`config.mk`:
```
export PLATFORM = sky130hd
export DESIGN_NAME = mux_demux_unit
export DESIGN_NICKNAME = d
export VERILOG_FILES = /design/src/rtl/mux_demux_unit.sv
export SDC_FILE = /design/constraint.sdc
export NUM_CORES = 1
export LEC_CHECK = 0
export BUFFER_PORTS_ARGS = -buffer_cell sky130_fd_sc_hd__buf_2
export CAP_MARGIN = 20
export CORE_AREA = 2 2 39 41
export DETAILED_ROUTE_END_ITERATION = 6
export DIE_AREA = 0 0 41 43
export PLACE_DENSITY = 0.39
export SYNTH_ARGS = -nofsm -noshare
export SYNTH_HDL_FRONTEND = slang
export SYNTH_SLANG_ARGS = --single-unit
```
`constraint.sdc`:
```
create_clock -name clk -period 0.9 [get_ports clk]
set_input_delay 0 -clock clk [delete_from_list [all_inputs] [get_ports clk]]
set_output_delay 0 -clock clk [all_outputs]
set_load 0.02 [all_outputs]
```
`src/rtl/mux_demux_unit.sv`:
```
// Registered 2:1 mux lane and 1:2 demux lane sharing clock and reset.
// Each lane has one cycle of latency and its own valid qualifier.
module mux_demux_unit #(
    parameter int WIDTH = 1
) (
    input  logic             clk,
    input  logic             rst,
    input  logic [WIDTH-1:0] a,
    input  logic [WIDTH-1:0] b,
    input  logic             sel_mux,
    input  logic             mux_valid_in,
    output logic [WIDTH-1:0] y,
    output logic             mux_valid_out,
    input  logic [WIDTH-1:0] din,
    input  logic             sel_demux,
    input  logic             demux_valid_in,
    output logic [WIDTH-1:0] y0,
    output logic [WIDTH-1:0] y1,
    output logic             y0_valid,
    output logic             y1_valid
);

    logic [WIDTH-1:0] y_q, y_d;
    logic [WIDTH-1:0] y0_q, y0_d;
    logic [WIDTH-1:0] y1_q, y1_d;
    logic             mv_q, mv_d;
    logic             v0_q, v0_d;
    logic             v1_q, v1_d;

    // Mux lane: data holds when idle, valid is a single-cycle strobe.
    always_comb begin
        y_d  = y_q;
        mv_d = 1'b0;
        if (mux_valid_in) begin
            y_d  = sel_mux ? b : a;
            mv_d = 1'b1;
        end
    end

    // Demux lane: the unselected sink is cleared so it never shows stale data.
    always_comb begin
        y0_d = y0_q;
        y1_d = y1_q;
        v0_d = 1'b0;
        v1_d = 1'b0;
        if (demux_valid_in) begin
            if (sel_demux) begin
                y0_d = '0;
                y1_d = din;
                v1_d = 1'b1;
            end else begin
                y0_d = din;
                y1_d = '0;
                v0_d = 1'b1;
            end
        end
    end

    always_ff @(posedge clk or posedge rst) begin
        if (rst) begin
            y_q  <= '0;
            y0_q <= '0;
            y1_q <= '0;
            mv_q <= 1'b0;
            v0_q <= 1'b0;
            v1_q <= 1'b0;
        end else begin
            y_q  <= y_d;
            y0_q <= y0_d;
            y1_q <= y1_d;
            mv_q <= mv_d;
            v0_q <= v0_d;
            v1_q <= v1_d;
        end
    end

    assign y             = y_q;
    assign mux_valid_out = mv_q;
    assign y0            = y0_q;
    assign y1            = y1_q;
    assign y0_valid      = v0_q;
    assign y1_valid      = v1_q;

endmodule

```
# --- Yosys cells after proc, flatten, opt, wreduce, memory -nomap -nowiden ---
# Index checks and enable logic that the tools add are counted.
totals:
  input_bits: 9
  register_bits: 6
  word_cells: 14
  output_inout_bits: 6
classes:
  n_mux: 8
ops:
  columns: ["cell", "n"]
  rows:
  - ["two-way mux 1 bit", 8]

# --- Depth between registers and ports, before layout ---
# Gate-level depths: netlist of the first run.
depth:
  word_depth: 2
  depth_mapped: 2
  depth_no_buf: 2

# --- Worst setup path after synthesis of the first run ---
# Ideal clock, no wire load.
synth_timing:
  path_kind: "reg2reg"
  from: "reg, netlist name y"
  to: "reg y_q, in the netlist y"
  n_path_buf: 0
  setup_ns: 0.123
  path_slack_ns: 0.191
  path_stages_with_launch: 3
  synth_period_minus_slack_ns: 0.709
  t_arrival_ns: 0.587
  path_cell_list: "dfrtp_1 > nor2_1 > a21oi_1"
synth_rtl:
  columns: ["item", "line", "text"]
  rows:
  - ["end signal, assigned", "68", "y_q <= y_d;"]
  - ["end, declared", "23", "logic [WIDTH-1:0] y_q, y_d;"]

# --- Worst setup path in the final report of the first run ---
layout_timing:
  from: "reg y0_q, in the netlist y0"
  to: "out y0"
layout_rtl:
  columns: ["item", "line", "text"]
  rows:
  - ["start, declared", "24", "logic [WIDTH-1:0] y0_q, y0_d;"]
  - ["start signal, assigned", "69", "y0_q <= y0_d;"]
  - ["end, declared", "17", "output logic [WIDTH-1:0] y0,"]
# No word-level cell between the ends.

==> metrics.cfg, run 1 <==
[setup_path]
cp-start-kind=register
arrival_ps=780
end_kind=output pin
worstPathCellList=buf_2
cpMaxStageDelayCell=dfrtp_1
critPathRequiredTime_ps=900
critical-path-max-stage-delay_ps=380
worst-path-max-fanout=2
path_class=register to output pin
cp.buffers_inverters=1
cpLargestDelayFamily=flip-flops

[clock_network]
cts-root-buf=clkbuf_4
cts_tree=built
cts_buffer_depth=2
clk_latency_ps=240
clock-sinks=6
htreeDepth=1
cts.reportedPaths.clkPinSlew_ps=50
postCtsSetupBuffers=0
postCtsHoldBufs=3
cts_resized=0
cts_buffers=3

[synth]
ys_ff_latch=6
synth-simple-area-share=0.1176
synth_xor_xnor_area_share=0
ys_warn_count=0
synth_top_family_by_area=simple AND/OR/NAND/NOR gates
synth.distinct_cells=11
synth_area_leader_cell=dfrtp_1
synthMuxAreaShare=0.04706
synth_fa_ha_area_frac=0
syn_inst=18
yosys-top-cells-area=dfrtp_1 (71%), inv_1 (5.3%), mux2i_1 (4.7%), and2_1 (2.9%), nor2b_1 (2.9%)
synth_compound_area_frac=0.07647
synth_seq_area_share=0.7059
syn_area_um2=212.7
syn_area_per_cell_um2=11.82
netlist.area_leader.share=0.7059
syn_nets=27

[global_routing]
grt.busiest_layer=met2
grt_pass1_wl_um=745
gr-total-overflow=0
antenna_found_initial=0
grt_util_met1=0.07921
use_met2=0.09063
grt_pass1_vias=212
grt_use_total=0.07186
grtUsageMet3=0.04712
grt_max_degree=7

[floorplanning]
rows=14
die_h_um=43
num_io_pins=15
die_area_mm2=0.001763
start_util=0.1537
die_x_um=41
core_area_mm2=0.001384

[worst_hold_path]
worstHoldPathType=primary input to register

[finish]
drive_above_1_share=0.4474
antenna_cells=0
final_cell_mix=buf_2 (14), dfrtp_1 (6), inv_1 (3), clkbuf_4 (3), dlygate4sd3_1 (3)
fill_cells=148
final_common_cell=buf_2
fin_cells=54
fin_nets=49
multiInputGateArea_um2=51.30
syn2layout_area_growth_pct=67.06
seqCellArea_um2=150.1

[timing]
hold_violations=0
worst_hold_slack_ps=6.071
relSlewSlack=0.8533
tightest_slew_ps=219.7
fmax_mhz=1289
rsz0062_at_grt=false
period_needed_ps=775.7
setup_viol=0
slew_viol_final=0
period_share=0.8619
tns_ps=0
skew_ps=0

[status]
status=completed

[pwr]
vdd_drop_max_v=0.0005297
power_per_cell_area_mw_per_mm2=1805
p_leak_uw=0.0001898
report.power.total_uw=641.5

[routing]
num_vias=202
routed_wl_um=496
ant_nets=0
drc_errors=0
drt-initial-drc-count=0
drt_first_pass_iters=1
wl_per_cell_um=9.185
via_per_inst=3.741

[flow_run]
cap_viol_max_count=0

[placement]
dp_cells=48
finalWeightedCongestion=0.5830
port_buffers=14

-- metrics by stage --
step | setup slack [ps] | util | instance area [um^2]
floorplan | 190.8 | - | 212.7
global placement | 288.2 | 0.2188 | 302.8
global route | 87.19 | 0.2568 | 355.3
detailed placement | 270.9 | 0.2188 | 302.8
CTS | 113.2 | 0.2568 | 355.3
finish | 124.3 | 0.2568 | 355.3
-- final timing paths --
check	slack, ps	end	cells past startpoint	startpoint
max	120	y0	1	y0
min	6	y1	2	demux_valid_in
max reg2reg	270	y	2	y
min reg2reg	540	y0	2	y0
max in group asynchronous	500	y0	3	rst
min in group asynchronous	220	mux_valid_out	3	rst
-- flip-flops by register name, summed over array words and instances (netlist names) --
name	count
mux_valid_out	1
y	1
y0	1
y0_valid	1
y1	1
y1_valid	1
-- cell usage after synthesis --
cell	number
a21oi_1	1
and2_1	1
dfrtp_1	6
inv_1	3
mux2i_1	1
nand2_1	1
nand3_1	1
nor2_1	1
nor2b_1	1
o21ai_0	1
o22ai_1	1
-- cell type report --
| cell class | count | area share |
|---|---|---|
| sequential | 6 | 0.4225 |
| timing repair buffer | 17 | 0.2817 |
| multi-input combinational | 9 | 0.1444 |
| clock buffer | 3 | 0.06338 |
| tap | 16 | 0.05634 |
| inverter | 3 | 0.03169 |
-- power by group --
part / internal, uW / total, uW / leakage (uW) / switching (uW)
Sequential: 289 / 297 / 0.0000746 / 7.42
Clock: 151 / 244 / 0.0000138 / 93.7
Combinational: 44.5 / 100 / 0.000101 / 55.9
-- per-layer routing --
layer  vias up  share of wire
met4         0              0
met5         -              0
met1        90           0.44
met3         0           0.13
li1         97              -
met2        15           0.43
-- cell families after synthesis --
group / after synthesis
compound gates: 3
mux: 1
simple gates: 5
flops: 6
buf+inv: 3
Power figures use the tool's default switching activity.
==> inputs of run 2 (changes only) <==
--- a/config.mk
+++ b/config.mk
@@ -10,7 +10,7 @@
 export CORE_AREA = 2 2 39 41
 export DETAILED_ROUTE_END_ITERATION = 6
 export DIE_AREA = 0 0 41 43
-export PLACE_DENSITY = 0.39
+export PLACE_DENSITY_LB_ADDON = 0.3
 export SYNTH_ARGS = -nofsm -noshare
 export SYNTH_HDL_FRONTEND = slang
 export SYNTH_SLANG_ARGS = --single-unit
==> metrics.cfg, run 2 (synthesized netlist as in run 1, its figures left out) <==
[setup_path]
reg2reg_from=y
critPathRequiredTime_ps=900
end_kind=output pin
arrival_ps=780
path_class=register to output pin
cp-start-kind=register
critical-path-max-stage-delay_ps=370
cpMaxStageDelayCell=dfrtp_1
r2r_slack_ps=270
worstPathCellList=buf_2
timing.rr.end=y
cp.buffers_inverters=1
worst-path-max-fanout=2
cpLargestDelayFamily=flip-flops
worst-r2r-cell-count=2

[finish]
final_cell_mix=buf_2 (14), dfrtp_1 (6), dlygate4sd3_1 (5)
antenna_cells=0
seqCellArea_um2=150.1
multiInputGateArea_um2=51.30
fin_nets=51
final_common_cell=buf_2
final_area_um2=375.4
fill_cells=149
syn2layout_area_growth_pct=76.47
drive_above_1_share=0.4250

[floorplanning]
rows=14
die_h_um=43
start_util=0.1537
num_io_pins=15
core_area_mm2=0.001384
die_x_um=41
die_area_mm2=0.001763

[worst_hold_path]
whs_path_depth=3
worstHoldPathType=primary input to register
hold-path-endpoint=y
min_from=a

[clock_network]
clk_latency_ps=240
cts_resized=0
cts-root-buf=clkbuf_4
cts_buffers=3
htreeDepth=1
cts_buffer_depth=2
postCtsSetupBuffers=0
cts_tree=built
cts.reportedPaths.clkPinSlew_ps=50
clock-sinks=6

[routing]
ant_nets=0
drt-initial-drc-count=3
via_per_inst=3.554
routed_wl_um=501
wl_per_cell_um=8.946
num_vias=199
drc_errors=0
drt_first_pass_iters=3

[global_routing]
grt_pass1_wl_um=683
gr-total-overflow=0
grt_use_total=0.06572
grt_max_degree=7
grt_pass1_vias=179
antenna_found_initial=0

[timing]
worst_hold_slack_ps=75.90
fmax_mhz=1290
setup_viol=0
rsz0062_at_grt=false
period_needed_ps=775.0
slew_viol_final=0
tightest_slew_ps=222.9
relSlewSlack=0.8512
period_share=0.8612
tns_ps=0
skew_ps=0
hold_violations=0

[placement]
port_buffers=14
finalWeightedCongestion=0.5833
placed_area_um2=302.8

[pwr]
p_leak_uw=0.0001981
swShare=0.2493
report.power.total_uw=653.0
vdd_drop_max_v=0.0007500
p_clk_frac=0.383
combPwrFrac=0.164
p_int_uw=490.2
p_seq_frac=0.453
power_per_cell_area_mw_per_mm2=1740
p_switching_uw=162.8

[status]
status=completed

[flow_run]
cap_viol_max_count=0

## run 2: worst max-delay path by stage
stage	cells past startpoint	slack [ps]	from	endpoint
5_1_grt	1	90	y1	y1
3_5_place_dp	2	280	y	y
2_1_floorplan	2	190	y	y
6_report	1	120	y0	y0
4_1_cts	1	110	y1	y1
3_3_place_gp	2	290	y	y
## run 2: area by class of cell
cell class | instances | area share
timing repair buffer | 19 | 0.3200
sequential | 6 | 0.4000
multi-input combinational | 9 | 0.1367
inverter | 3 | 0.03000
tap | 16 | 0.05333
clock buffer | 3 | 0.06000
## run 2: stage by stage
step | cells | util | setup WS (ps)
after CTS | 56 | 0.2712 | 114.6
final | 56 | 0.2712 | 125.0
after detailed placement | 48 | 0.2188 | 276.2
after floorplan | 18 | - | 190.8
after global routing | 56 | 0.2712 | 93.32
after global placement | 48 | 0.2188 | 285.9
## run 2: per-layer routing
metal  part of all wire  vias up  global-route usage
li1                   -      101                   -
met1               0.46       81             0.07566
met2               0.37       17             0.07500
met3               0.17        0             0.07853
met4                  0        0             0.02000
met5                  0        -                   0
## run 2: power by group through the flow
stage	sequential, uW	clock (uW)	combinational (uW)
detailed placement	300	0	91.4
finish	296	250	107
floorplan	325	0	21.2
CTS	296	261	108
global placement	300	0	90.8
global route	297	282	118
## run 2: repair_timing
item                       4_1_cts  5_1_grt
hold buffers                     5        0
setup endpoints to repair        0        0
hold endpoints to repair        11        0
==> inputs of run 3 (changes only) <==
--- a/config.mk
+++ b/config.mk
@@ -10,7 +10,9 @@
 export CORE_AREA = 2 2 39 41
 export DETAILED_ROUTE_END_ITERATION = 6
 export DIE_AREA = 0 0 41 43
+export GPL_TIMING_DRIVEN = 0
 export PLACE_DENSITY_LB_ADDON = 0.3
+export SETUP_SLACK_MARGIN = 0.5
 export SYNTH_ARGS = -nofsm -noshare
 export SYNTH_HDL_FRONTEND = slang
 export SYNTH_SLANG_ARGS = --single-unit
==> metrics.cfg, run 3 (synthesized netlist as in run 1, its figures left out) <==
[floorplanning]
num_io_pins=15
core_area_mm2=0.001384
start_util=0.1537
die_x_um=41
die_h_um=43
rows=14
die_area_mm2=0.001763

[setup_path]
worst-r2r-cell-count=3
path_class=register to output pin
r2r_slack_ps=170
critical-path-max-stage-delay_ps=410
cpLargestDelayFamily=flip-flops
cp-start-kind=register
cp.buffers_inverters=1
worstPathCellList=buf_6
worst-path-max-fanout=2
cpMaxStageDelayCell=dfrtp_2
end_kind=output pin
arrival_ps=780
reg2reg_from=y1
critPathRequiredTime_ps=900
timing.rr.end=y1

[global_routing]
antenna_found_initial=0
grt_pass1_wl_um=745
grt_pass1_vias=186
grt_max_degree=7
gr-total-overflow=0
grt_use_total=0.07287

[finish]
fin_nets=47
final_core_util=0.2731
final_common_cell=buf_2
syn2layout_area_growth_pct=77.65
drive_above_1_share=0.5946
final_cell_mix=buf_2 (8), buf_6 (6), clkbuf_4 (3), dfrtp_1 (3), dfrtp_2 (3)
antenna_cells=0

[routing]
drt_first_pass_iters=2
wl_met3_um=97
drt-met1-wl_um=208
via_per_inst=3.585
num_vias=190
drt-initial-drc-count=1
wl_per_cell_um=8.528
routed.top_layer=met3
ant_nets=0
drc_errors=0
wl_met2_um=146
routed_wl_um=452

[pwr]
swShare=0.2463
p_seq_frac=0.437
p_clk_frac=0.392
power_per_cell_area_mw_per_mm2=1833
p_int_uw=522.1
combPwrFrac=0.171
vdd_drop_max_v=0.001105
p_switching_uw=170.6
p_leak_uw=0.0001895

[flow_run]
cap_viol_max_count=0

[status]
status=finished with violations
violations=hold timing

[timing]
fmax_mhz=1276
tightest_slew_ps=227.5
period_needed_ps=783.7
tns_ps=0
slew_viol_final=0
rsz0062_at_grt=true
worst_hold_slack_ps=-345.0
relSlewSlack=0.8482
period_share=0.8708
skew_ps=0
setup_viol=0
hold_violations=11

[clock_network]
htreeDepth=1
cts_buffers=3
cts.reportedPaths.clkPinSlew_ps=50
cts-root-buf=clkbuf_4
clk_latency_ps=240
cts_buffer_depth=2
cts_tree=built
clock-sinks=6

[worst_hold_path]
worstHoldPathType=primary input to async pin

[placement]
finalWeightedCongestion=0.5708
port_buffers=14
dp_hpwl_um=327.9

[run 3: final cells by class]
type,instances,area (um^2)
Clock buffer,4,26.28
Inverter,3,11.26
Tap cell,16,20.02
Multi-Input combinational cell,9,51.30
Fill cell,151,1006
Sequential cell,6,153.9
Timing Repair Buffer,15,115.1
[run 3: routing by layer]
metal	up-vias	track usage
met5	-	0
met4	0	0.02000
met3	0	0.09424
met2	19	0.08125
met1	75	0.08251
li1	96	-
[run 3: metrics by stage]
| step | cells | hold slack [ps] | worst slack (ps) | total power, uW | instance area, um^2 |
|---|---|---|---|---|---|
| 2_1_floorplan | 18 | -209.2 | 218.5 | 349.1 | 216.5 |
| 3_3_place_gp | 48 | -76.94 | 275.4 | 393.0 | 306.5 |
| 3_5_place_dp | 48 | -72.08 | 269.7 | 394.4 | 306.5 |
| 4_1_cts | 52 | -344.0 | 101.4 | 708.7 | 370.4 |
| 5_1_grt | 53 | -342.8 | 73.68 | 754.1 | 377.9 |
| 6_report | 53 | -345.0 | 116.3 | 692.7 | 377.9 |
[run 3: what timing repair did]
item,4_1_cts,5_1_grt
endpoints found under the hold margin,11,11
resized for setup,12,1
setup buffers,0,1
setup endpoints to repair,9,9
[run 3: worst max path at each step]
stage,from,endpoint,slack (ps),cells past startpoint
2_1_floorplan,y,y,220,2
6_report,y0,y0,120,1
3_5_place_dp,y,y,270,2
4_1_cts,y0,y0,100,1
3_3_place_gp,y,y,280,2
5_1_grt,y1,y1,70,1
[run 3: worst register-to-register path, stage by stage, from the launching register on]
cell,delay [ps]
dfrtp_2,400
buf_4,130
inv_2,30
o21ai_1,40
[run 3: power by group through the flow]
| stage | clock (uW) | combinational, uW | sequential [uW] |
|---|---|---|---|
| floorplan | 0 | 21.5 | 328 |
| global placement | 0 | 90.6 | 302 |
| detailed placement | 0 | 91.4 | 303 |
| CTS | 292 | 114 | 303 |
| global route | 319 | 130 | 305 |
| finish | 272 | 118 | 303 |
